## config.mk

```make
export PLATFORM = sky130hd
export DESIGN_NAME = mips_multicycle_ctrl
export DESIGN_NICKNAME = d
export VERILOG_FILES = /design/src/rtl/mips_multicycle_ctrl.sv
export SDC_FILE = /design/constraint.sdc
export NUM_CORES = 1
export LEC_CHECK = 0
export CAP_MARGIN = 10
export CORE_ASPECT_RATIO = 1.2
export CORE_MARGIN = 4
export CORE_UTILIZATION = 48
export CTS_CLUSTER_DIAMETER = 150
export DETAILED_ROUTE_END_ITERATION = 6
export MAX_ROUTING_LAYER = met4
export PLACE_DENSITY = 0.84
export SLEW_MARGIN = 20
export SYNTH_ARGS = -nofsm -noshare
export SYNTH_HDL_FRONTEND = slang
export SYNTH_SLANG_ARGS = --single-unit
export TNS_END_PERCENT = 100
```

## constraint.sdc

```tcl
create_clock -name clk -period 3.8 [get_ports clk]
set_input_delay 1.14 -clock clk [delete_from_list [all_inputs] [get_ports clk]]
set_output_delay 1.14 -clock clk [all_outputs]
set_load 0.1 [all_outputs]
```

## src/rtl/mips_multicycle_ctrl.sv

```systemverilog
// Multi-cycle MIPS control FSM: one datapath phase per clock, memory ready
// handshake with a bounded wait, and a sticky trap for illegal opcodes/timeouts.
module mips_multicycle_ctrl #(
    parameter int unsigned TIMEOUT = 15
) (
    input  logic       clk,
    input  logic       rst,
    input  logic [5:0] opcode,
    input  logic       zero,
    input  logic       mem_ready,
    output logic       pc_en,
    output logic [1:0] pc_src,
    output logic       ir_write,
    output logic       i_or_d,
    output logic       mem_read,
    output logic       mem_write,
    output logic       mem_to_reg,
    output logic       reg_dst,
    output logic       reg_write,
    output logic       alu_src_a,
    output logic [1:0] alu_src_b,
    output logic [1:0] alu_op,
    output logic       instr_done,
    output logic       trap,
    output logic [3:0] state
);

    localparam int unsigned CNT_W = 8;
    localparam logic [CNT_W-1:0] TIMEOUT_CNT = CNT_W'(TIMEOUT);

    localparam logic [5:0] OP_RTYPE = 6'b000000;
    localparam logic [5:0] OP_LW    = 6'b100011;
    localparam logic [5:0] OP_SW    = 6'b101011;
    localparam logic [5:0] OP_BEQ   = 6'b000100;
    localparam logic [5:0] OP_J     = 6'b000010;
    localparam logic [5:0] OP_ADDI  = 6'b001000;

    typedef enum logic [3:0] {
        S_FETCH     = 4'd0,
        S_DECODE    = 4'd1,
        S_MEM_ADDR  = 4'd2,
        S_MEM_RD    = 4'd3,
        S_MEM_WB    = 4'd4,
        S_MEM_WR    = 4'd5,
        S_R_EXEC    = 4'd6,
        S_R_WB      = 4'd7,
        S_BRANCH    = 4'd8,
        S_JUMP      = 4'd9,
        S_ADDI_EXEC = 4'd10,
        S_ADDI_WB   = 4'd11,
        S_TRAP      = 4'd12
    } state_e;

    state_e           state_q, state_d;
    logic [CNT_W-1:0] wait_cnt_q, wait_cnt_d;
    logic [CNT_W-1:0] wait_inc;
    logic             mem_state;
    logic             wait_expired;

    always_ff @(posedge clk) begin
        if (rst) begin
            state_q    <= S_FETCH;
            wait_cnt_q <= '0;
        end else begin
            state_q    <= state_d;
            wait_cnt_q <= wait_cnt_d;
        end
    end

    // Wait counter only advances while a memory phase is stalled; anything else clears it.
    always_comb begin
        mem_state    = (state_q == S_FETCH) || (state_q == S_MEM_RD) || (state_q == S_MEM_WR);
        wait_inc     = wait_cnt_q + CNT_W'(1);
        wait_expired = !mem_ready && (wait_inc == TIMEOUT_CNT);
        wait_cnt_d   = (mem_state && !mem_ready) ? wait_inc : '0;
    end

    always_comb begin
        state_d = state_q;
        case (state_q)
            S_FETCH: begin
                if (mem_ready)         state_d = S_DECODE;
                else if (wait_expired) state_d = S_TRAP;
            end
            S_DECODE: begin
                case (opcode)
                    OP_RTYPE:     state_d = S_R_EXEC;
                    OP_LW, OP_SW: state_d = S_MEM_ADDR;
                    OP_BEQ:       state_d = S_BRANCH;
                    OP_J:         state_d = S_JUMP;
                    OP_ADDI:      state_d = S_ADDI_EXEC;
                    default:      state_d = S_TRAP;
                endcase
            end
            S_MEM_ADDR:  state_d = (opcode == OP_SW) ? S_MEM_WR : S_MEM_RD;
            S_MEM_RD: begin
                if (mem_ready)         state_d = S_MEM_WB;
                else if (wait_expired) state_d = S_TRAP;
            end
            S_MEM_WR: begin
                if (mem_ready)         state_d = S_FETCH;
                else if (wait_expired) state_d = S_TRAP;
            end
            S_R_EXEC:    state_d = S_R_WB;
            S_ADDI_EXEC: state_d = S_ADDI_WB;
            S_MEM_WB, S_R_WB, S_BRANCH, S_JUMP, S_ADDI_WB: state_d = S_FETCH;
            S_TRAP:      state_d = S_TRAP;
            default:     state_d = S_TRAP;
        endcase
    end

    // Moore decode of the state register; only FETCH/MEM_WR/BRANCH look at inputs.
    always_comb begin
        pc_en      = 1'b0;
        pc_src     = 2'd0;
        ir_write   = 1'b0;
        i_or_d     = 1'b0;
        mem_read   = 1'b0;
        mem_write  = 1'b0;
        mem_to_reg = 1'b0;
        reg_dst    = 1'b0;
        reg_write  = 1'b0;
        alu_src_a  = 1'b0;
        alu_src_b  = 2'd0;
        alu_op     = 2'd0;
        instr_done = 1'b0;
        trap       = 1'b0;
        case (state_q)
            S_FETCH: begin
                mem_read  = 1'b1;
                alu_src_b = 2'd1;
                ir_write  = mem_ready;
                pc_en     = mem_ready;
            end
            S_DECODE:   alu_src_b = 2'd2;
            S_MEM_ADDR: begin
                alu_src_a = 1'b1;
                alu_src_b = 2'd2;
            end
            S_MEM_RD: begin
                i_or_d   = 1'b1;
                mem_read = 1'b1;
            end
            S_MEM_WB: begin
                mem_to_reg = 1'b1;
                reg_write  = 1'b1;
                instr_done = 1'b1;
            end
            S_MEM_WR: begin
                i_or_d     = 1'b1;
                mem_write  = 1'b1;
                instr_done = mem_ready;
            end
            S_R_EXEC: begin
                alu_src_a = 1'b1;
                alu_op    = 2'd2;
            end
            S_R_WB: begin
                reg_dst    = 1'b1;
                reg_write  = 1'b1;
                instr_done = 1'b1;
            end
            S_BRANCH: begin
                alu_src_a  = 1'b1;
                alu_op     = 2'd1;
                pc_src     = 2'd1;
                pc_en      = zero;
                instr_done = 1'b1;
            end
            S_JUMP: begin
                pc_src     = 2'd2;
                pc_en      = 1'b1;
                instr_done = 1'b1;
            end
            S_ADDI_EXEC: begin
                alu_src_a = 1'b1;
                alu_src_b = 2'd2;
            end
            S_ADDI_WB: begin
                reg_write  = 1'b1;
                instr_done = 1'b1;
            end
            S_TRAP:  trap = 1'b1;
            default: trap = 1'b1;
        endcase
        // A reset cycle must not commit a half-finished instruction.
        if (rst) begin
            pc_en      = 1'b0;
            ir_write   = 1'b0;
            mem_write  = 1'b0;
            reg_write  = 1'b0;
            instr_done = 1'b0;
        end
    end

    assign state = state_q;

endmodule

```

==> metrics.txt, run 1 <==
Avg Cell Area, Syn roughly 7.3 um2; Fmax achieved between 200 and 300 MHz; Mapped Cells between 100 and 150; drt via density 5.95; hpwl dp approximately 1.9 mm; GPL Wtd Cong approximately 0.82; worst ir drop on vdd 0.000244 V; Crit Path Class in2out; Adder-Cell Fraction of Synth Area 0.0275; Die ar. 2660 um2; Die W 47.7 um; Critical Path Start Type primary input; Slew HR 0.592; final critical-path setup slack 47.9 ps; CTS tree built; mux share of post-synthesis cell area 0; top post-synthesis cells by area dfxtp_1, nor2_1, xor2_1; vias in the first global route 916; Fin Hold WS 466 ps; Ys Warns 0; status complete, no violations; synthesized area 908 um2; multi-input logic area 694 um2; CP required 2660 ps; Max stage delay on crit path 550 ps; P_leak 0.539 nW; Final Max Tran Viols 0; CP Capture Type output pin; number of detailed-route iterations in the first pass 4; Layout area overhead 49.4%; Avg WL per Cell 14.2 um; worst path cell trace clkdlybuf4s50_1 -> inv_6 -> a21o_1 -> a2111oi_2 -> buf_12; CP Max Fanout 4; Synth Area in Compound Gates 0.211; WL final roughly 2.4 mm; Synth area leader dfxtp_1; WP data arrival about 2600 ps; GR Overflow Total 0; most frequent cells in the layout buf_4, nor2_1, clkdlybuf4s50_1, dfxtp_1, nand3_1; row count 16; most common cell after layout, fill and taps aside buf_4; worst slew pin tran 608 ps; DR vias 1018; #FFs+latches synth 12; layout cells sized above 1 0.307; Final Hold Fails 0; Setup TNS 0 ps; CTS sink cnt 12; Final ANT Viol Nets 0; initial drt markers 25; Die Y approximately 56 um; TritonCTS buffer count 3; largest family of logic cells by synthesized area simple AND/OR/NAND/NOR gates; Core Region 1720 um2; GRT Overall Usage 0.206; Diodes inserted 0; Final setup viols 0; filler instances 130; Synth cell types 37; Power Density 392 nW/um2; later-pin clock latency in the skew report 270 ps; post-synth top area share 0.264; postcts setup bufs 0; Setup WS pre-CTS 49.1 ps; first-pass GRT wire length 4.11 mm; post-cts repair resize count 0; XOR/XNOR Fraction of Synth Area 0.0771; flop2flop setup slack 2040 ps; CP max-delay cell clkdlybuf4s50_1; RSZ-0062 raised after global routing false; initial antenna violation count 0; Register Area 246 um2; H-Tree Depth 1; Port Buffer Count 30; Post-Syn Nets about 140; Worst-path clk slew 70 ps; CTS max path bufs 2; Max-Cap Viols 0; Final period util 0.987; skew final 2.05 ps; final net count 166; Root Buffer Master clkbuf_4; worst hold path type reg2reg; fin crit period 3750 ps; synthesized-area fraction occupied by and/or/nand/nor cells 0.358; I/O Pins 31; largest net degree at the start of global routing 19; sequential share of the synthesized area 0.264; starting density of the core 0.528; Residual DRC 0; hold_buf cts 0
==> routing by layer <==
metal,vias up,GRT usage,wire [um]
li1,507,-,-
met3,5,0.0227,173
met2,42,0.318,1200
met1,464,0.270,1020
met5,-,-,0
met4,0,0.0692,31
==> path summary, 6_finish.rpt <==
path | startpoint | to | cells past startpoint
worst max-delay path | mem_ready | instr_done | 5
worst min-delay path | wait_cnt_q[0]$_SDFF_PP0_ | wait_cnt_q[0]$_SDFF_PP0_ | 1
worst max register to register | wait_cnt_q[4]$_SDFF_PP0_ | state[0]$_SDFF_PP0_ | 4
worst min register to register | wait_cnt_q[0]$_SDFF_PP0_ | wait_cnt_q[0]$_SDFF_PP0_ | 1
==> per-stage QoR <==
stage	area, um2	util	std cells	total power, W
after floorplan	1020	-	124	0.000384
after global placement	1330	0.773	167	0.000451
after detailed placement	1330	0.773	167	0.000455
after CTS	1360	0.789	171	0.000535
after global routing	1360	0.789	171	0.000559
final	1360	0.789	171	0.000532
==> state kept, by name, indices dropped and copies added (netlist names) <==
signal      flops
wait_cnt_q      8
state           4
==> cell families after synthesis <==
| family | Yosys count |
|---|---|
| xor gates and xnor gates | 8 |
| buffers and inverters | 14 |
| and+or+nand+nor | 61 |
| DFF | 12 |
| adders and majority gates | 2 |
| AOI/OAI and AO/OA | 27 |
==> cell usage after synthesis <==
master     count
nand2b_1       4
nor2_1        20
o311ai_0       1
o211ai_2       1
a211oi_1       2
a211o_1        2
inv_1          4
o21ai_1        2
nor4b_1        2
and3_1         4
a2111oi_0      2
a22oi_1        1
nor2b_1        4
dfxtp_1       12
a31oi_1        2
xnor2_1        3
o211ai_1       1
o22ai_1        1
clkbuf_1       9
o22a_1         1
xor2_1         5
a32oi_1        1
or4b_4         1
o21ai_0        4
a21o_1         1
nand3_1        6
nand2_1        4
o21bai_1       1
or4_1          1
nor3b_1        2
nor4_1         5
nor3_1         7
buf_4          1
o31a_1         1
ha_1           2
and4b_1        1
a21oi_1        3
==> critical path: cells and delay by family <==
kind / cells / cell delay [ps]
compound gates: 2 / 640
buf+inv: 3 / 830
==> where the power goes <==
part	leakage, nW	total (W)	switching, W	internal [W]
Combinational	0.425	0.000296	0.000212	0.0000841
Sequential	0.0988	0.000155	0.0000228	0.000132
Clock	0.0150	0.0000807	0.0000400	0.0000406
Total	0.539	0.000532	0.000275	0.000257
==> cell type report <==
class / count / share of cell area
inverters: 4 / 0.0147
flip-flops and latches: 12 / 0.182
multi-input cells: 98 / 0.512
clock buffers: 4 / 0.0194
repair buffers: 35 / 0.256
well taps: 18 / 0.0166
Note: power is estimated with default switching activity, not from simulation.
==> inputs of run 2 (changes only) <==
- PLACE_DENSITY: 0.84 -> 0.83
- SLEW_MARGIN: 20 -> not set
==> run 2 against run 1 <==
  * Clock power increased by 2%
  * Core utilization increased by 0.73 points
  * Global-route usage increased by 1.0 points
  * Non-clock buffer count unchanged
  * Clock skew increased by 7.4 ps
  * Die area unchanged
  * Combinational power about the same
  * Largest cell class unchanged
  * Register-to-register slack about the same
  * Critical path depth unchanged
  * Sequential share of layout area decreased by 0.17 points
  * Design area increased by 0.92%
  * Flip-flop and latch count unchanged
==> metrics.txt, run 2 (synthesized netlist as in run 1, its figures left out) <==
status complete, no violations; Power Density 392 nW/um2; Setup WS pre-CTS 44.5 ps; CTS max path bufs 2; H-Tree Depth 1; Layout area overhead 50.8%; WL final 2.52 mm; Setup TNS 0 ps; initial drt markers 27; CTS tree built; layout cells sized above 1 0.307; number of detailed-route iterations in the first pass 4; Final period util 0.981; Top reg by flops wait_cnt_q; P_leak around 0.54 nW; worst path cell trace clkdlybuf4s50_1 -> inv_6 -> o31a_1 -> nor4_4 -> buf_12; TritonCTS buffer count 3; postcts setup bufs 0; drt via density 5.95; worst ir drop on vdd 0.000395 V; DR vias 1018; number of buffers and inverters on the critical path 3; worst hold path type reg2reg; most common cell after layout, fill and taps aside buf_4; Max-Cap Viols 0; CP required 2660 ps; Avg WL per Cell 14.7 um; max FFs per register 8; final critical-path setup slack 71.2 ps; Die ar. 2660 um2; Port Buffer Count 30; Top delay family on crit path buffers and inverters; row count 16; most frequent cells in the layout buf_4, nor2_1, clkdlybuf4s50_1, dfxtp_1, nand3_1; Diodes inserted 0; first-pass GRT wire length 4.17 mm; CTS sink cnt 12; Slew HR 0.587; fin crit period 3730 ps; I/O Pins 31; initial antenna violation count 0; Final setup viols 0; Critical Path Start Type primary input; Residual DRC 0; GR Overflow Total 0; Crit Path Class in2out; Final Hold Fails 0; Die Y 55.7 um; Worst-path clk slew 80 ps; Die W about 48 um; final net count about 170; CP Capture Type output pin; GPL Wtd Cong 0.790; Root Buffer Master clkbuf_4; Final Max Tran Viols 0; later-pin clock latency in the skew report 280 ps; vias in the first global route 951; CP max-delay cell clkdlybuf4s50_1; Final ANT Viol Nets 0; Core Region roughly 1700 um2; largest net degree at the start of global routing 19; GRT Overall Usage 0.216; skew final 9.47 ps; worst slew pin tran 615 ps; WP data arrival 2590 ps; Max stage delay on crit path 560 ps; CP Max Fanout 3; hpwl dp about 1.9 mm; Fmax achieved about 270 MHz; RSZ-0062 raised after global routing false; starting density of the core 0.528
run 2: cell type report:
type	count	area, um2
well taps	18	22.5
flip-flops and latches	12	246
repair buffers	35	348
multi-input cells	98	707
fillers	115	352
inverters	4	20.0
clock buffers	4	26.3
run 2: repair_timing:
item,in CTS,in global routing
resized for setup,0,1
setup endpoints to repair,0,1
hold buffers,0,0
run 2: per-stage QoR:
step	instance area [um2]	cells	hold slack (ps)	power, W	utilization
finish	1370	171	469	0.000538	0.796
CTS	1360	171	475	0.000539	0.789
floorplan	1020	124	426	0.000384	-
detailed placement	1330	167	456	0.000456	0.773
global placement	1330	167	446	0.000452	0.773
global route	1370	171	523	0.000566	0.796
run 2: power by group:
group	internal, W	switching, W	total [W]
Sequential	0.000132	0.0000238	0.000156
Combinational	0.0000856	0.000213	0.000299
Clock	0.0000407	0.0000417	0.0000824
Total	0.000259	0.000279	0.000538
run 2: worst paths after layout:
path	startpoint	to	slack (ps)	depth (start not counted)
hold reg to reg	wait_cnt_q[0]$_SDFF_PP0_	wait_cnt_q[0]$_SDFF_PP0_	470	1
setup reg to reg	wait_cnt_q[4]$_SDFF_PP0_	state[2]$_SDFF_PP0_	2040	4
hold / removal	wait_cnt_q[0]$_SDFF_PP0_	wait_cnt_q[0]$_SDFF_PP0_	470	1
setup / recovery	mem_ready	pc_en	70	5
run 2: per-layer routing:
metal  vias up  GRT usage  share of wire
li1        512          -              -
met1       468      0.258           0.40
met2        32      0.333           0.52
met3         6     0.0194          0.057
met4         0      0.127          0.028
met5         -          -              0
